===== src/rtl/instr_pkg.sv =====
// Shared ISA definitions for the instruction encoder and decoder:
// opcode values, field bit positions, error codes, loader FSM states,
// and the record packing / range-check helpers.
package instr_pkg;

    // Opcodes (bits [31:29] of every instruction word)
    localparam logic [2:0] OP_RR      = 3'b000;
    localparam logic [2:0] OP_IMM     = 3'b001;
    localparam logic [2:0] OP_LOADIMM = 3'b010;
    localparam logic [2:0] OP_MEM     = 3'b011;
    localparam logic [2:0] OP_BRANCH  = 3'b100;

    // Field least-significant bit positions
    localparam int OPC_LSB     = 29;
    localparam int SUB_LSB     = 25;
    localparam int RD_LSB      = 20;
    localparam int RS1_LSB     = 15;
    localparam int RS2_LSB     = 10;
    localparam int LI_RD_LSB   = 24;
    localparam int MEM_RW_BIT  = 28;
    localparam int MEM_REG_LSB = 23;
    localparam int BR_TYPE_LSB = 27;

    // Error codes
    localparam logic [1:0] ERR_NONE     = 2'b00;
    localparam logic [1:0] ERR_RESERVED = 2'b01;
    localparam logic [1:0] ERR_RANGE    = 2'b10;

    // Loader session states
    typedef enum logic [1:0] {
        ST_IDLE  = 2'd0,
        ST_RUN   = 2'd1,
        ST_FLUSH = 2'd2,
        ST_DONE  = 2'd3
    } enc_state_t;

    // Pack one decoded record into a 32-bit ISA word. Reserved opcodes
    // fall back to the RR layout.
    function automatic logic [31:0] encode_word(
        input logic [2:0]  op,
        input logic [3:0]  sub,
        input logic [4:0]  rd,
        input logic [4:0]  rs1,
        input logic [4:0]  rs2,
        input logic [31:0] imm
    );
        logic [31:0] w;
        logic [4:0]  mem_reg;
        w = 32'(op) << OPC_LSB;
        mem_reg = sub[0] ? rs1 : rd;
        case (op)
            OP_IMM: begin
                w = w | (32'(sub) << SUB_LSB) | (32'(rd) << RD_LSB)
                      | (32'(rs1) << RS1_LSB) | {17'b0, imm[14:0]};
            end
            OP_LOADIMM: begin
                w = w | (32'(rd) << LI_RD_LSB) | {8'b0, imm[23:0]};
            end
            OP_MEM: begin
                w = w | (32'(sub[0]) << MEM_RW_BIT) | (32'(mem_reg) << MEM_REG_LSB)
                      | {9'b0, imm[22:0]};
            end
            OP_BRANCH: begin
                w = w | (32'(sub[1:0]) << BR_TYPE_LSB) | {5'b0, imm[26:0]};
            end
            default: begin
                w = w | (32'(sub) << SUB_LSB) | (32'(rd) << RD_LSB)
                      | (32'(rs1) << RS1_LSB) | (32'(rs2) << RS2_LSB);
            end
        endcase
        return w;
    endfunction

    // Classify a record: reserved opcode, payload that does not fit its field, or fine.
    function automatic logic [1:0] check_record(
        input logic [2:0]  op,
        input logic [31:0] imm
    );
        logic [1:0] code;
        code = ERR_NONE;
        case (op)
            OP_RR:      code = ERR_NONE;
            OP_IMM:     if (imm[31:14] != {18{imm[31]}}) code = ERR_RANGE;
            OP_LOADIMM: if (imm[31:23] != {9{imm[31]}})  code = ERR_RANGE;
            OP_MEM:     if (imm[31:23] != 9'd0)          code = ERR_RANGE;
            OP_BRANCH:  if (imm[31:27] != 5'd0)          code = ERR_RANGE;
            default:    code = ERR_RESERVED;
        endcase
        return code;
    endfunction

endpackage


===== src/rtl/instr_encoder_sync_fifo.sv =====
// sync_fifo: single-clock FIFO, no pop-through. full/empty come from a
// registered occupancy count, so a pop never frees a slot in the same cycle.
module sync_fifo #(
    parameter int WIDTH = 32,
    parameter int DEPTH = 4
) (
    input  logic             clk,
    input  logic             reset,
    input  logic             push,
    input  logic             pop,
    input  logic [WIDTH-1:0] din,
    output logic [WIDTH-1:0] dout,
    output logic             full,
    output logic             empty
);
    localparam int AW = $clog2(DEPTH);

    logic [WIDTH-1:0] mem [DEPTH];
    logic [AW-1:0]    wr_ptr;
    logic [AW-1:0]    rd_ptr;
    logic [AW:0]      count;
    logic             do_push;
    logic             do_pop;

    assign do_push = push && !full;
    assign do_pop  = pop && !empty;
    assign full    = (count == (AW+1)'(DEPTH));
    assign empty   = (count == '0);
    assign dout    = mem[rd_ptr];

    // Storage write; contents are only observed while count is non-zero
    always_ff @(posedge clk) begin
        if (do_push) mem[wr_ptr] <= din;
    end

    // Pointer and occupancy bookkeeping
    always_ff @(posedge clk) begin
        if (reset) begin
            wr_ptr <= '0;
            rd_ptr <= '0;
            count  <= '0;
        end else begin
            if (do_push) wr_ptr <= wr_ptr + 1'b1;
            if (do_pop)  rd_ptr <= rd_ptr + 1'b1;
            case ({do_push, do_pop})
                2'b10:   count <= count + 1'b1;
                2'b01:   count <= count - 1'b1;
                default: count <= count;
            endcase
        end
    end

endmodule


===== src/rtl/instr_encoder.sv =====
// instr_encoder: packs decoded instruction records into ISA words, buffers
// them, and writes them to consecutive instruction-memory addresses.
// Optional build macro ENCODER_RANGE_CHECK_EN: drop and flag records with a
// reserved opcode or an out-of-range payload instead of truncating them.
module instr_encoder
    import instr_pkg::*;
#(
    parameter int ADDR_W     = 10,
    parameter int FIFO_DEPTH = 4
) (
    input  logic              clk,
    input  logic              reset,
    input  logic              start,
    input  logic [ADDR_W-1:0] start_addr,
    input  logic              finish,
    input  logic              in_valid,
    output logic              in_ready,
    input  logic [2:0]        in_opcode,
    input  logic [3:0]        in_sub,
    input  logic [4:0]        in_rd,
    input  logic [4:0]        in_rs1,
    input  logic [4:0]        in_rs2,
    input  logic [31:0]       in_imm,
    output logic              imem_we,
    input  logic              imem_ready,
    output logic [ADDR_W-1:0] imem_addr,
    output logic [31:0]       imem_wdata,
    output logic [ADDR_W:0]   words_written,
    output logic              done,
    output logic              wrap,
    output logic              err,
    output logic [1:0]        err_code,
    output logic [ADDR_W:0]   err_index
);
    // Handshake: a record transfers on a rising edge where in_valid and
    // in_ready are both high; a word is written where imem_we and
    // imem_ready are both high. Neither side may depend on the other.

    enc_state_t        state;
    logic [ADDR_W-1:0] wptr;
    logic [31:0]       enc_word;
    logic [31:0]       fifo_dout;
    logic              fifo_full;
    logic              fifo_empty;
    logic              fifo_push;
    logic              accept;
    logic              write;

    assign enc_word   = encode_word(in_opcode, in_sub, in_rd, in_rs1, in_rs2, in_imm);
    assign in_ready   = (state == ST_RUN) && !fifo_full;
    assign accept     = in_valid && in_ready;
    assign imem_we    = !fifo_empty;
    assign write      = imem_we && imem_ready;
    assign imem_addr  = wptr;
    // Stale storage never leaks out while the buffer is empty
    assign imem_wdata = fifo_empty ? 32'd0 : fifo_dout;

`ifdef ENCODER_RANGE_CHECK_EN
    logic [1:0]      rec_err;
    logic [ADDR_W:0] rec_cnt;

    assign rec_err   = check_record(in_opcode, in_imm);
    assign fifo_push = accept && (rec_err == ERR_NONE);

    // Record counter and first-error capture, cleared when a session opens
    always_ff @(posedge clk) begin
        if (reset) begin
            rec_cnt   <= '0;
            err       <= 1'b0;
            err_code  <= ERR_NONE;
            err_index <= '0;
        end else if (state == ST_IDLE && start) begin
            rec_cnt   <= '0;
            err       <= 1'b0;
            err_code  <= ERR_NONE;
            err_index <= '0;
        end else if (accept) begin
            rec_cnt <= rec_cnt + 1'b1;
            if (rec_err != ERR_NONE && !err) begin
                err       <= 1'b1;
                err_code  <= rec_err;
                err_index <= rec_cnt;
            end
        end
    end
`else
    logic unused_imm_hi;

    assign fifo_push     = accept;
    assign err           = 1'b0;
    assign err_code      = ERR_NONE;
    assign err_index     = '0;
    assign unused_imm_hi = ^in_imm[31:27];
`endif

    sync_fifo #(
        .WIDTH (32),
        .DEPTH (FIFO_DEPTH)
    ) u_fifo (
        .clk   (clk),
        .reset (reset),
        .push  (fifo_push),
        .pop   (write),
        .din   (enc_word),
        .dout  (fifo_dout),
        .full  (fifo_full),
        .empty (fifo_empty)
    );

    // Session FSM plus write pointer, word count and wrap tracking
    always_ff @(posedge clk) begin
        if (reset) begin
            state         <= ST_IDLE;
            wptr          <= '0;
            words_written <= '0;
            wrap          <= 1'b0;
            done          <= 1'b0;
        end else begin
            done <= 1'b0;
            case (state)
                ST_IDLE: begin
                    if (start) begin
                        state         <= ST_RUN;
                        wptr          <= start_addr;
                        words_written <= '0;
                        wrap          <= 1'b0;
                    end
                end
                ST_RUN: begin
                    if (finish) state <= ST_FLUSH;
                end
                ST_FLUSH: begin
                    if (fifo_empty) begin
                        state <= ST_DONE;
                        done  <= 1'b1;
                    end
                end
                ST_DONE: begin
                    state <= ST_IDLE;
                end
                default: state <= ST_IDLE;
            endcase
            if (write) begin
                wptr          <= wptr + 1'b1;
                words_written <= words_written + 1'b1;
                if (&wptr) wrap <= 1'b1;
            end
        end
    end

endmodule


===== config.mk =====
export PLATFORM = sky130hd
export DESIGN_NAME = instr_encoder
export DESIGN_NICKNAME = d
export VERILOG_FILES = /design/src/rtl/instr_pkg.sv /design/src/rtl/instr_encoder_sync_fifo.sv /design/src/rtl/instr_encoder.sv
export SDC_FILE = /design/constraint.sdc
export NUM_CORES = 1
export LEC_CHECK = 0
export BUFFER_PORTS_ARGS = -buffer_cell sky130_fd_sc_hd__buf_2
export CAP_MARGIN = 15
export CORE_ASPECT_RATIO = 0.7
export CORE_UTILIZATION = 55
export DETAILED_ROUTE_END_ITERATION = 7
export GPL_ROUTABILITY_DRIVEN = 0
export PLACE_DENSITY = 0.8
export SLEW_MARGIN = 0
export SYNTH_ARGS = -nofsm -noshare
export SYNTH_HDL_FRONTEND = slang
export SYNTH_SLANG_ARGS = --single-unit

===== constraint.sdc =====
create_clock -name clk -period 2.8 [get_ports clk]
set_input_delay 0.56 -clock clk [delete_from_list [all_inputs] [get_ports clk]]
set_output_delay 0.56 -clock clk [all_outputs]
set_load 0.05 [all_outputs]

# --- After elaboration in Yosys (flattened, before gate mapping) ---
# Memory sizes are Yosys's and may differ from the RTL's. A register that Yosys moved wholly into a read port is not among the register bits.
# Cells that the tools add are included.
totals:
  in_bits: 70
  mem_count: 1
  register_bits: 32
  mem_bits_ro: 0
  latch_bits: 0
  output_inout_bits: 71
  wordCells: 80
  ramBits: 128
mem_list:
  columns: ["name", "words", "word_bits", "rd", "rd_clocked_by_memory_dff", "wr", "line", "rtl"]
  rows:
  - ["u_fifo.mem", 4, 32, 1, 1, 1, "instr_encoder_sync_fifo.sv:18", "logic [WIDTH-1:0] mem [DEPTH];"]
classes:
  bitwise: 13
  shift: 0
  eq_ne: 13
  n_reduce_logical: 16
  addsub: 6
  muxes: 23
  div_mod_pow: 0
  order_cmp: 0
  multipliers: 0
op_table:
  columns: ["cell", "count"]
  rows:
  - ["OR 32 x 29 -> 32 bit", 4]
  - ["case mux 32 bit (4 select lines)", 1]
  - ["OR 32 x 15 -> 32 bit", 2]
  - ["2-to-1 mux 11 bit", 3]
  - ["2-to-1 mux 32 bit", 1]
  - ["OR 32 x 20 -> 32 bit", 1]
  - ["OR 32 x 23 -> 32 bit", 1]
  - ["OR 32 x 24 -> 32 bit", 1]
  - ["OR 32 x 25 -> 32 bit", 1]
  - ["OR 32 x 27 -> 32 bit", 1]
  - ["OR 32 x 28 -> 32 bit", 1]
  - ["2-to-1 mux 10 bit", 3]
  - ["adder 11 x 1 -> 11 bit, second input constant", 1]
  - ["adder 10 x 1 -> 10 bit, second input constant", 1]
  - ["2-to-1 mux 2 bit", 5]
  - ["AND reduction 10 bit", 1]
  - ["case mux 2 bit (4 select lines)", 1]
  - ["2-to-1 mux 1 bit", 7]
  - ["== test 2 bit, second input constant", 3]
  - ["== test 3 x 2 -> 1 bit, second input constant", 2]
  - ["== test 3 bit, second input constant", 2]
  - ["!= test 2 bit, second input constant", 3]
  - ["case mux 3 bit (2 select lines)", 1]
  - ["nonzero test 2 bit", 3]
  - ["other kinds (14)", 21]

# --- Depth between registers and ports, before layout ---
# Gate-level depths: netlist of run 1.
depth:
  depth_word: 7
  mapped_depth: 9
  ltp_nobuf: 9

# --- Cells and area by module ---
# Synthesis of run 1 repeated with hierarchy kept, for this count alone.
hier_totals:
  hier_cells: 507
  area_unflattened_um2: 7407.1
modules_own_cells:
  columns: ["module", "cells_each", "n_inst", "area_each_um2", "seq_area_each_um2"]
  rows:
  - ["sync_fifo", 221, 1, 5143.7, 4023.9]
  - ["instr_encoder", 286, 1, 2263.4, 500.5]

# --- Least setup slack after synthesis of run 1 ---
# OpenSTA, ideal clock, no wires.
synth_path:
  path_kind: "flip-flop to flip-flop"
  from: "register state[1]"
  to: "memory u_fifo.mem[1][0], enable pin"
  period_less_slack_ns: 2.387
  n_path_buf: 0
  stages_incl_launch_ff: 5
  arrival_time_ns: 1.995
  required_ns: 2.408
  setup_slack_ns: 0.413
  setup_time_ns: 0.392
  cell_sequence: "dfxtp_1 > inv_1 > ha_1 > o31a_1 > and3_1"
synth_between:
  elab_chain_len: 6
synth_lines:
  columns: ["element", "line", "rtl"]
  rows:
  - ["start, declared", "instr_encoder.sv:39", "enc_state_t state;"]
  - ["start signal, assigned", "instr_encoder.sv:113", "state <= ST_IDLE;"]
  - ["start signal, assigned", "instr_encoder.sv:123", "state <= ST_RUN;"]
  - ["start signal, assigned", "instr_encoder.sv:130", "if (finish) state <= ST_FLUSH;"]
  - ["== test 2 x 1 -> 1 bit", "instr_encoder.sv:50", "assign in_ready = (state == ST_RUN) && !fifo_full;"]
  - ["logical AND 1 bit", "instr_encoder.sv:50", null]
  - ["via in_ready", "instr_encoder.sv:17", "output logic in_ready,"]
  - ["logical AND 1 bit", "instr_encoder.sv:51", "assign accept = in_valid && in_ready;"]
  - ["logical AND 1 bit", "instr_encoder_sync_fifo.sv:25", "assign do_push = push && !full;"]
  - ["2-to-1 mux 1 bit", "instr_encoder_sync_fifo.sv:33", "if (do_push) mem[wr_ptr] <= din;"]
  - ["2-to-1 mux 1 bit (implied by the code)", "instr_encoder_sync_fifo.sv:33", null]
  - ["end, declared", "instr_encoder_sync_fifo.sv:18", null]
# The timed path passes the listed nets, and every way through them passes these cells.

# --- Worst setup path after layout of run 1 ---
layout_path:
  from: "register u_fifo.count[0]"
  to: "output imem_wdata[27]"
layout_between:
  elab_chain_len: 2
layout_lines:
  columns: ["element", "line", "rtl"]
  rows:
  - ["start, declared", "instr_encoder_sync_fifo.sv:21", "logic [AW:0] count;"]
  - ["start signal, assigned", "instr_encoder_sync_fifo.sv:46", "2'b10: count <= count + 1'b1;"]
  - ["start signal, assigned", "instr_encoder_sync_fifo.sv:47", "2'b01: count <= count - 1'b1;"]
  - ["start signal, assigned", "instr_encoder_sync_fifo.sv:48", "default: count <= count;"]
  - ["logical NOT 3 bit", "instr_encoder_sync_fifo.sv:28", "assign empty = (count == '0);"]
  - ["2-to-1 mux 32 bit", "instr_encoder.sv:56", "assign imem_wdata = fifo_empty ? 32'd0 : fifo_dout;"]
  - ["end, declared", "instr_encoder.sv:27", "output logic [31:0] imem_wdata,"]
# No other way between the ends.

==> results of run 1 <==
==> cells in the mapped netlist, drive strengths merged, types with 13 or more instances <==
cell,instances
buf,25
clkbuf,15
mux4,32
and2,44
a21oi,19
nor2,27
edfxtp,128
nand2,23
dfxtp,34
mux2,15
inv,13
==> where the power goes <==
part           internal [mW]  switching [mW]  leakage [nW]
logic                  0.816            1.78          1.44
registers               2.85           0.144          1.44
clock network           1.59           0.895         0.330
==> layout by cell type, fill, tap and decap left out, types with 3 or more instances in the layout <==
cell type    n
o211ai_1     5
edfxtp_1   128
mux4_2      32
and3_2       4
nand4_1      7
mux2i_1      5
dfxtp_1     32
buf_4        9
xnor2_1      4
a22oi_1      3
a311oi_1     5
o21ai_0      9
or3_1        6
nand3_1      8
xor2_1       4
and3_1       3
a21oi_1     19
clkbuf_16   22
nor3_1      10
mux2_2      15
a31oi_1      3
and2_1      44
nor2b_1      3
conb_1      14
nor2_1      26
buf_2      121
nand2_1     23
inv_1       12
ha_1        10
==> cells by family after synthesis <==
family | count (synthesis) | share of synthesized area, %
other | 1 | 0.0523
DFF | 162 | 63.1
and+or+nand+nor | 144 | 10.7
adders and majority gates | 11 | 2.02
AOI/OAI and AO/OA | 64 | 6.37
xor gates and xnor gates | 8 | 0.977
buffers and inverters | 53 | 3.72
muxes | 52 | 13.1
==> layer usage <==
metal / track usage [%] / up-vias / part of all wire (%)
li1: - / 2127 / -
met4: 8.82 / 0 / 1.1
met3: 5.57 / 13 / 7.2
met5: 0 / - / 0
met1: 32.3 / 2237 / 44
met2: 36.6 / 197 / 48
==> cell type report <==
cell class / instances / share of cell area (%)
Multi-Input combinational cell: 293 / 28.3
Tap cell: 162 / 2.36
Antenna cell: 1 / 0.0291
Clock buffer: 24 / 6.51
Timing Repair Buffer: 132 / 8.30
Sequential cell: 162 / 52.7
Clock inverter: 8 / 1.22
Inverter: 13 / 0.568
==> path summary, 6_finish.rpt <==
| kind | start | end | slack (ns) | depth (start not counted) |
|---|---|---|---|---|
| worst max-delay path | u_fifo.count[0] | imem_wdata[27] | 0.16 | 4 |
| worst min-delay path | start_addr[2] | imem_addr[2] | 0.39 | 3 |
| worst max register to register | u_fifo.count[2] | u_fifo.count[2] | 0.42 | 8 |
| worst min register to register | words_written[10] | words_written[10] | 0.49 | 2 |
==> critical path: cells and delay by family (launching register included) <==
| family | cells | cell delay [ns] |
|---|---|---|
| flops | 1 | 0.50 |
| buf+inv | 2 | 0.67 |
| simple gates | 2 | 0.51 |
==> flow_summary.toml, run 1 <==
[timing]
timing.hold.ws_ns = 0.391
rsz0062_at_grt = "false"
finalSetupViolCount = 0
skew_ns = 0.0153
slew-limit-headroom_pct = 35.4
max_freq_mhz = 378
tightest_slew_ns = 0.962
hold_violations = 0
final.setup.worst_slack_ns = 0.155
drv_slew = 0
tns_ns = 0
period_share_pct = 94.4
fin_crit_ns = 2.64

[global_routing]
grt_util_all_layers_pct = 23.5
grt_max_degree = 34
grt_pass1_vias = 4597
grt_pass1_wl_mm = 23.8
grt_antenna_before_repair = 1
globalRouteOverflowTotal = 0

[drt]
drtPass1Iterations = 6
avgViaCountPerCell = 5.75
drtIter0Drc = 274
wl_per_cell_um = 18.7
ant_nets = 0
drc_errors = 18
wl_mm = 14.8
vias = 4574

[final_layout]
ff_latch_area_um2 = 4530
utilization_pct = 68.5
nFillCells = 886
finalNetCount = 700
area_growth_syn_to_layout_pct = 19.8
layout-drive-gt1-share_pct = 35.1
final_cell_area_um2 = 8590
largest_reg_flops = 128
multi_input_area_um2 = 2430
instances_no_fill = 795

[setup_path]
path_max_fanout = 33
cp-start-kind = "register"
cp.arrival_ns = 2.08
worstPathRequired_ns = 2.24
crit_type = "register to primary output"
slowest_delay_ns = 0.50
crit_slowest_cell = "dfxtp_1"
end_kind = "primary output"
crit_path_cell_trace = "or3_1 -> buf_4 -> and2_1 -> buf_2"

[logic_synthesis]
synth_top_cell_area_share_pct = 53.6
synthDistinctLibCells = 55
ys.flop_type = "edfxtp_1"
ys_ff_latch = 162
postSynthAreaPerCell_um2 = 14.5
syn_area_um2 = 7170
synth_edf_count = 128
post-synth-top-area-cell = "edfxtp_1"
yosysWarnings = 0
synthArstFlopShare_pct = 0
netlist_instances = 495
yosysSeqAreaShare_pct = 63.1
netlist_top_cells_area = "edfxtp_1, mux4_2, dfxtp_1, and2_1, mux2_2"

[placed_design]
dpl_worst_slack_ns = 0.439
port_buffers = 121
dp_hpwl_mm = 9.42
placed_area_um2 = 7930
place_inst = 762

[job]
max_cap_violations = 0

[floorplanning]
io_pins = 141
dieArea_um2 = 13500
num_rows = 34
die_h_um = 97.5
die_x_um = 138
core_um2 = 12500
initial_core_util_pct = 57.1

[status]
outcome = "finished, violations left"
violations = "design-rule violations"

[clock_network]
cts-resized-gates = 0
worst_skew_pair.late_latency_ns = 0.42
clk_pin_slew_ns = 0.07
hold_buffers = 0
h-tree-depth = 4
cts_setup_buffers = 0
numClockSinks = 162
cts_tree = "yes"
cts_made_buffers = 17
cts_max_path_buffers = 2
cts_root_buf = "clkbuf_16"

[power_and_ir_drop]
leakage_nw = 3.21
p_per_area_nw_per_um2 = 940
totalPowerFinal_mw = 8.08
vdd_drop_max_uv = 527

[worst_hold_path]
hp-class = "input pin to register"
Note: power is estimated with default switching activity, not from simulation.
==> inputs of run 2 (changes only) <==
--- a/config.mk
+++ b/config.mk
@@ -5,13 +5,15 @@
 export SDC_FILE = /design/constraint.sdc
 export NUM_CORES = 1
 export LEC_CHECK = 0
+export ABC_AREA = 1
 export BUFFER_PORTS_ARGS = -buffer_cell sky130_fd_sc_hd__buf_2
 export CAP_MARGIN = 15
 export CORE_ASPECT_RATIO = 0.7
-export CORE_UTILIZATION = 55
+export CORE_UTILIZATION = 56
 export DETAILED_ROUTE_END_ITERATION = 7
 export GPL_ROUTABILITY_DRIVEN = 0
 export PLACE_DENSITY = 0.8
+export SKIP_LAST_GASP = 1
 export SLEW_MARGIN = 0
 export SYNTH_ARGS = -nofsm -noshare
 export SYNTH_HDL_FRONTEND = slang
==> run 2 against run 1 <==
Compared with the run above:
- the flow now finishes without violations
- global-route usage up 2.2 points
- clock-buffer cell count down 7
- synthesized area up 4.2%
- first-iteration DRC count up 96%
- synthesized cell count up 59%
- non-clock buffer count up 3
- critical path depth up 2
- core utilization up 0.91 points
- maximum frequency up 2.1%
- sequential cell count unchanged
- critical path type unchanged
- critical endpoint is now imem_wdata[24]
- highest routed layer unchanged
==> flow_summary.toml, run 2 <==
[clock_network]
cts_made_buffers = 17
hold_buffers = 0
clk_pin_slew_ns = 0.06
worst_skew_pair.late_latency_ns = 0.43
cts_tree = "yes"
cts_root_buf = "clkbuf_16"
numClockSinks = 162
cts_setup_buffers = 0
h-tree-depth = 4
cts-resized-gates = 0
cts_max_path_buffers = 2

[logic_synthesis]
ys_ff_latch = 162
synth_edf_count = 128
synthTopCellsByCount = "nor2_1, edfxtp_1, nand2_1"
synthDistinctLibCells = 37
ys.flop_type = "edfxtp_1"
synthArstFlopShare_pct = 0
post-synth-top-area-cell = "edfxtp_1"
netlist_instances = 785
yosysSeqAreaShare_pct = 60.5
yosysWarnings = 0
synth_most_common_cell = "nor2_1"
synth_top_cell_area_share_pct = 51.4
netlist_top_cells_area = "edfxtp_1, dfxtp_1, nor2_1, o21ai_0, nand2_1"
syn_area_um2 = 7470
postSynthAreaPerCell_um2 = 9.52

[setup_path]
crit_slowest_cell = "dfxtp_2"
crit_top_cell = "nor2_1"
crit_path_cell_trace = "buf_4 -> nor2_1 -> nor2_1 -> o21ai_0 -> a21oi_1 -> buf_2"
worstPathRequired_ns = 2.24
crit_type = "register to primary output"
cp.arrival_ns = 2.03
crit_buf_inv = 2
slowest_delay_ns = 0.35
path_max_fanout = 28
end_kind = "primary output"
cpLargestDelayFamily = "buffers and inverters"
reg2reg_slack_ns = 0.73
cp-start-kind = "register"

[global_routing]
grt_max_degree = 65
met3_usage_pct = 5.44
grt_pass1_vias = 5454
grt_pass1_wl_mm = 27.1
grt_util_met2_pct = 41.3
grt_util_all_layers_pct = 25.7
grtUsageMet1_pct = 34.9
globalRouteOverflowTotal = 0
top_usage_layer = "met2"
grt_antenna_before_repair = 1

[timing]
tns_ns = 0
rsz0062_at_grt = "false"
fin_crit_ns = 2.59
tightest_slew_ns = 0.616
period_share_pct = 92.5
skew_ns = 0.00958
finalSetupViolCount = 0
max_freq_mhz = 386
timing.hold.ws_ns = 0.409
hold_violations = 0
drv_slew = 0
slew-limit-headroom_pct = 58.9
final.setup.worst_slack_ns = 0.211

[drt]
drtPass1Iterations = 5
wl_per_cell_um = 15.7
ant_nets = 0
avgViaCountPerCell = 5.37
vias = 5798
drtIter0Drc = 538
wl_mm = 17.0
drc_errors = 0

[floorplanning]
core_um2 = 12700
die_h_um = 98.6
io_pins = 141
dieArea_um2 = 13800
num_rows = 34
initial_core_util_pct = 58.7
die_x_um = 140

[final_layout]
largest_reg_flops = 128
final_cell_area_um2 = 8830
nFillCells = 951
finalNetCount = 986
layout-drive-gt1-share_pct = 20.6
ff_latch_area_um2 = 4530
final_cell_mix = "nor2_1, edfxtp_1, buf_2, nand2_1, o21ai_0"
multi_input_area_um2 = 2510
final_common_cell = "nor2_1"
area_growth_syn_to_layout_pct = 18.1
num_antenna_cells = 0

[power_and_ir_drop]
vdd_drop_max_uv = 835
p_per_area_nw_per_um2 = 984
totalPowerFinal_mw = 8.69
leakage_nw = 3.62

[job]
max_cap_violations = 0

[worst_hold_path]
hp-class = "input pin to register"

[placed_design]
port_buffers = 121
dpl_worst_slack_ns = 0.702
dp_hpwl_mm = 10.3
placed_area_um2 = 8210

[status]
outcome = "completed"
[run 2: layout make-up]
cell class / count / share of cell area, %
inverter: 66 / 2.81
tap: 162 / 2.30
multi-input combinational: 523 / 28.5
clock inverter: 15 / 2.15
sequential: 162 / 51.3
clock buffer: 17 / 4.82
timing repair buffer: 135 / 8.19
[run 2: worst reg2reg max path, stage by stage (launching register included)]
cell,delay (ns)
dfxtp_1,0.37
inv_1,0.07
ha_1,0.17
inv_1,0.08
a21oi_2,0.07
nand2_1,0.10
ha_1,0.15
inv_1,0.07
fa_1,0.37
a21oi_1,0.15
o21ai_0,0.12
o21ai_0,0.18
a21oi_1,0.05
[run 2: per-layer routing]
| layer | vias to the layer above | part of all wire (%) |
|---|---|---|
| met3 | 24 | 6.8 |
| met5 | - | 0 |
| li1 | 2852 | - |
| met4 | 0 | 1.5 |
| met1 | 2705 | 44 |
| met2 | 217 | 47 |
[run 2: power breakdown]
part	internal (mW)	total, mW	switching [mW]
logic	0.769	3.31	2.54
clock network	1.36	2.40	1.03
registers	2.84	2.98	0.143
total	4.97	8.69	3.72
[run 2: worst paths after layout]
kind / cells past startpoint / endpoint / from
worst max-delay path: 6 / imem_wdata[24] / register
worst min-delay path: 1 / u_fifo.mem[3][31] / in_opcode[2]
worst max register to register: 12 / u_fifo.count[2] / state[1]
worst min register to register: 1 / register / u_fifo.rd_ptr[0]
[run 2: stage by stage]
| step | utilization [%] | std cells |
|---|---|---|
| 4_1_cts | 69.4 | 1080 |
| 3_3_place_gp | 64.5 | 1048 |
| 3_5_place_dp | 64.5 | 1048 |
| 5_1_grt | 69.4 | 1080 |
| 2_1_floorplan | - | 798 |
| 6_report | 69.4 | 1080 |
[run 2: cell families after synthesis]
logic type	after synthesis	synth area share [%]
other cells	1	0.0502
simple gates	318	17.4
buf+inv	113	6.95
mux	5	0.753
flops	162	60.5
fa+ha+maj	11	1.94
compound gates	171	11.9
xor+xnor	4	0.469
==> inputs of run 3 (changes only) <==
--- a/config.mk
+++ b/config.mk
@@ -9,10 +9,10 @@
 export BUFFER_PORTS_ARGS = -buffer_cell sky130_fd_sc_hd__buf_2
 export CAP_MARGIN = 15
 export CORE_ASPECT_RATIO = 0.7
-export CORE_UTILIZATION = 56
+export CORE_UTILIZATION = 45
 export DETAILED_ROUTE_END_ITERATION = 7
-export GPL_ROUTABILITY_DRIVEN = 0
-export PLACE_DENSITY = 0.8
+export GPL_ROUTABILITY_DRIVEN = 1
+export PLACE_DENSITY = 0.67
 export SKIP_LAST_GASP = 1
 export SLEW_MARGIN = 0
 export SYNTH_ARGS = -nofsm -noshare
==> constraint.sdc (replaced) <==
create_clock -name clk -period 2.8 [get_ports clk]
set_input_delay 0.28 -clock clk [delete_from_list [all_inputs] [get_ports clk]]
set_output_delay 0.28 -clock clk [all_outputs]
set_load 0.05 [all_outputs]
==> run 3 against run 2 <==
Compared with the run above:
- first-iteration DRC count decreased by 15%
- register-to-register slack improved by 0.06 ns
- hold slack got worse by 0.28 ns
- maximum frequency rose by 2.5%
- combinational power barely moved
- die area is 24% higher
- critical path depth did not move
- final cell count up 5.7%
- sequential share of layout area down 0.39 points
==> flow_summary.toml, run 3 (same netlist as run 2, synthesis figures left out) <==
[setup_path]
path_max_fanout = 64
reg2reg_slack_ns = 0.79
worstPathRequired_ns = 2.52
ff2ff_path_depth = 12
worstReg2RegStart = "state[1]"
crit_type = "register to primary output"
cp-endpoint = "imem_wdata[28]"
cp.arrival_ns = 2.25
end_kind = "primary output"
cp-start-kind = "register"
worstReg2RegEnd = "u_fifo.count[2]"

[final_layout]
largest_reg_flops = 128
layout-drive-gt1-share_pct = 20.5
final_cell_mix = "nor2_1, edfxtp_1, buf_2, nand2_1, o21ai_0"
ff_latch_area_um2 = 4530
multi_input_area_um2 = 2510
area_growth_syn_to_layout_pct = 19.0
nFillCells = 1441
instances_no_fill = 1142
utilization_pct = 54.7
num_antenna_cells = 0
final_common_cell = "nor2_1"
finalNetCount = 985
final_cell_area_um2 = 8890

[timing]
max_freq_mhz = 396
drv_slew = 0
final.setup.worst_slack_ns = 0.273
hold_violations = 0
period_share_pct = 90.2
rsz0062_at_grt = "false"
fin_crit_ns = 2.53
finalSetupViolCount = 0
timing.hold.ws_ns = 0.125
slew-limit-headroom_pct = 52.7
tightest_slew_ns = 0.709
skew_ns = 0.0108
tns_ns = 0

[worst_hold_path]
min-delay-start = "in_opcode[1]"
hp-class = "input pin to register"

[placed_design]
dp_hpwl_mm = 10.5
dpl_worst_slack_ns = 0.731
port_buffers = 121
placed_area_um2 = 8290
place.gp.congestion = 0.806
place_inst = 1110

[clock_network]
clk_pin_slew_ns = 0.07
cts-resized-gates = 0
numClockSinks = 162
cts_setup_buffers = 0
worst_skew_pair.late_latency_ns = 0.42
cts_max_path_buffers = 2
cts_tree = "yes"
cts_root_buf = "clkbuf_16"
cts_made_buffers = 17
hold_buffers = 0
h-tree-depth = 4

[drt]
routed.top_layer = "met4"
drc_errors = 0
wl_mm = 16.8
wl_per_cell_um = 14.7
avgViaCountPerCell = 4.99
drtPass1Iterations = 5
ant_nets = 0
met2_length_mm = 7.69
drt-met1-wl_mm = 8.09
met3_length_um = 878
vias = 5704
drtIter0Drc = 457

[global_routing]
grt_pass1_wl_mm = 26.1
grt_antenna_before_repair = 0
grt_max_degree = 65
grt_pass1_vias = 5044
grt_util_all_layers_pct = 20.3
globalRouteOverflowTotal = 0

[floorplanning]
die_x_um = 156
core_um2 = 16200
die_h_um = 110
dieArea_um2 = 17100
num_rows = 39
initial_core_util_pct = 46.0
io_pins = 141

[status]
outcome = "completed"

[power_and_ir_drop]
vdd_drop_max_uv = 437
p_per_area_nw_per_um2 = 967
totalPowerFinal_mw = 8.60
leakage_nw = 3.61

[job]
max_cap_violations = 0
==> run 3: changes by cell type in the layout (fill, tap and decap cells not counted), sizes merged <==
| cell | change |
|---|---|
| buf | -1 |
| clkinv | +3 |
| clkinvlp | -1 |
| inv | -2 |
==> run 3: per-layer routing <==
layer	track usage [%]	up-vias
met5	0	-
met2	32.2	160
met3	3.74	18
met4	6.23	0
met1	28.6	2664
li1	-	2862
==> run 3: worst min-delay path by stage <==
stage	endpoint	slack, ns	depth (start not counted)
4_1_cts	u_fifo.mem[3][30]	0.11	1
3_3_place_gp	u_fifo.rd_ptr[0]	0.47	1
2_1_floorplan	words_written[1]	0.35	1
5_1_grt	u_fifo.mem[3][30]	0.12	1
6_report	u_fifo.mem[3][30]	0.12	1
3_5_place_dp	register	0.48	1
==> run 3: worst max-delay path, cell delays in order, from the launching register on <==
cell	delay, ns
dfxtp_2	0.32
buf_4	0.57
nor2_1	0.12
nor2_1	0.10
o21ai_0	0.10
a21oi_1	0.28
buf_2	0.32
==> run 3: layout make-up <==
class                   count  area share (%)
repair buffers            134            8.19
clock inverters            15            1.96
clock buffers              17            4.78
inverters                  66            2.79
well taps                 225            3.17
multi-input cells         523            28.2
flip-flops and latches    162            50.9
==> run 3: power breakdown <==
group | internal, mW | switching [mW]
sequential | 2.84 | 0.142
clock | 1.34 | 0.990
combinational | 0.762 | 2.53
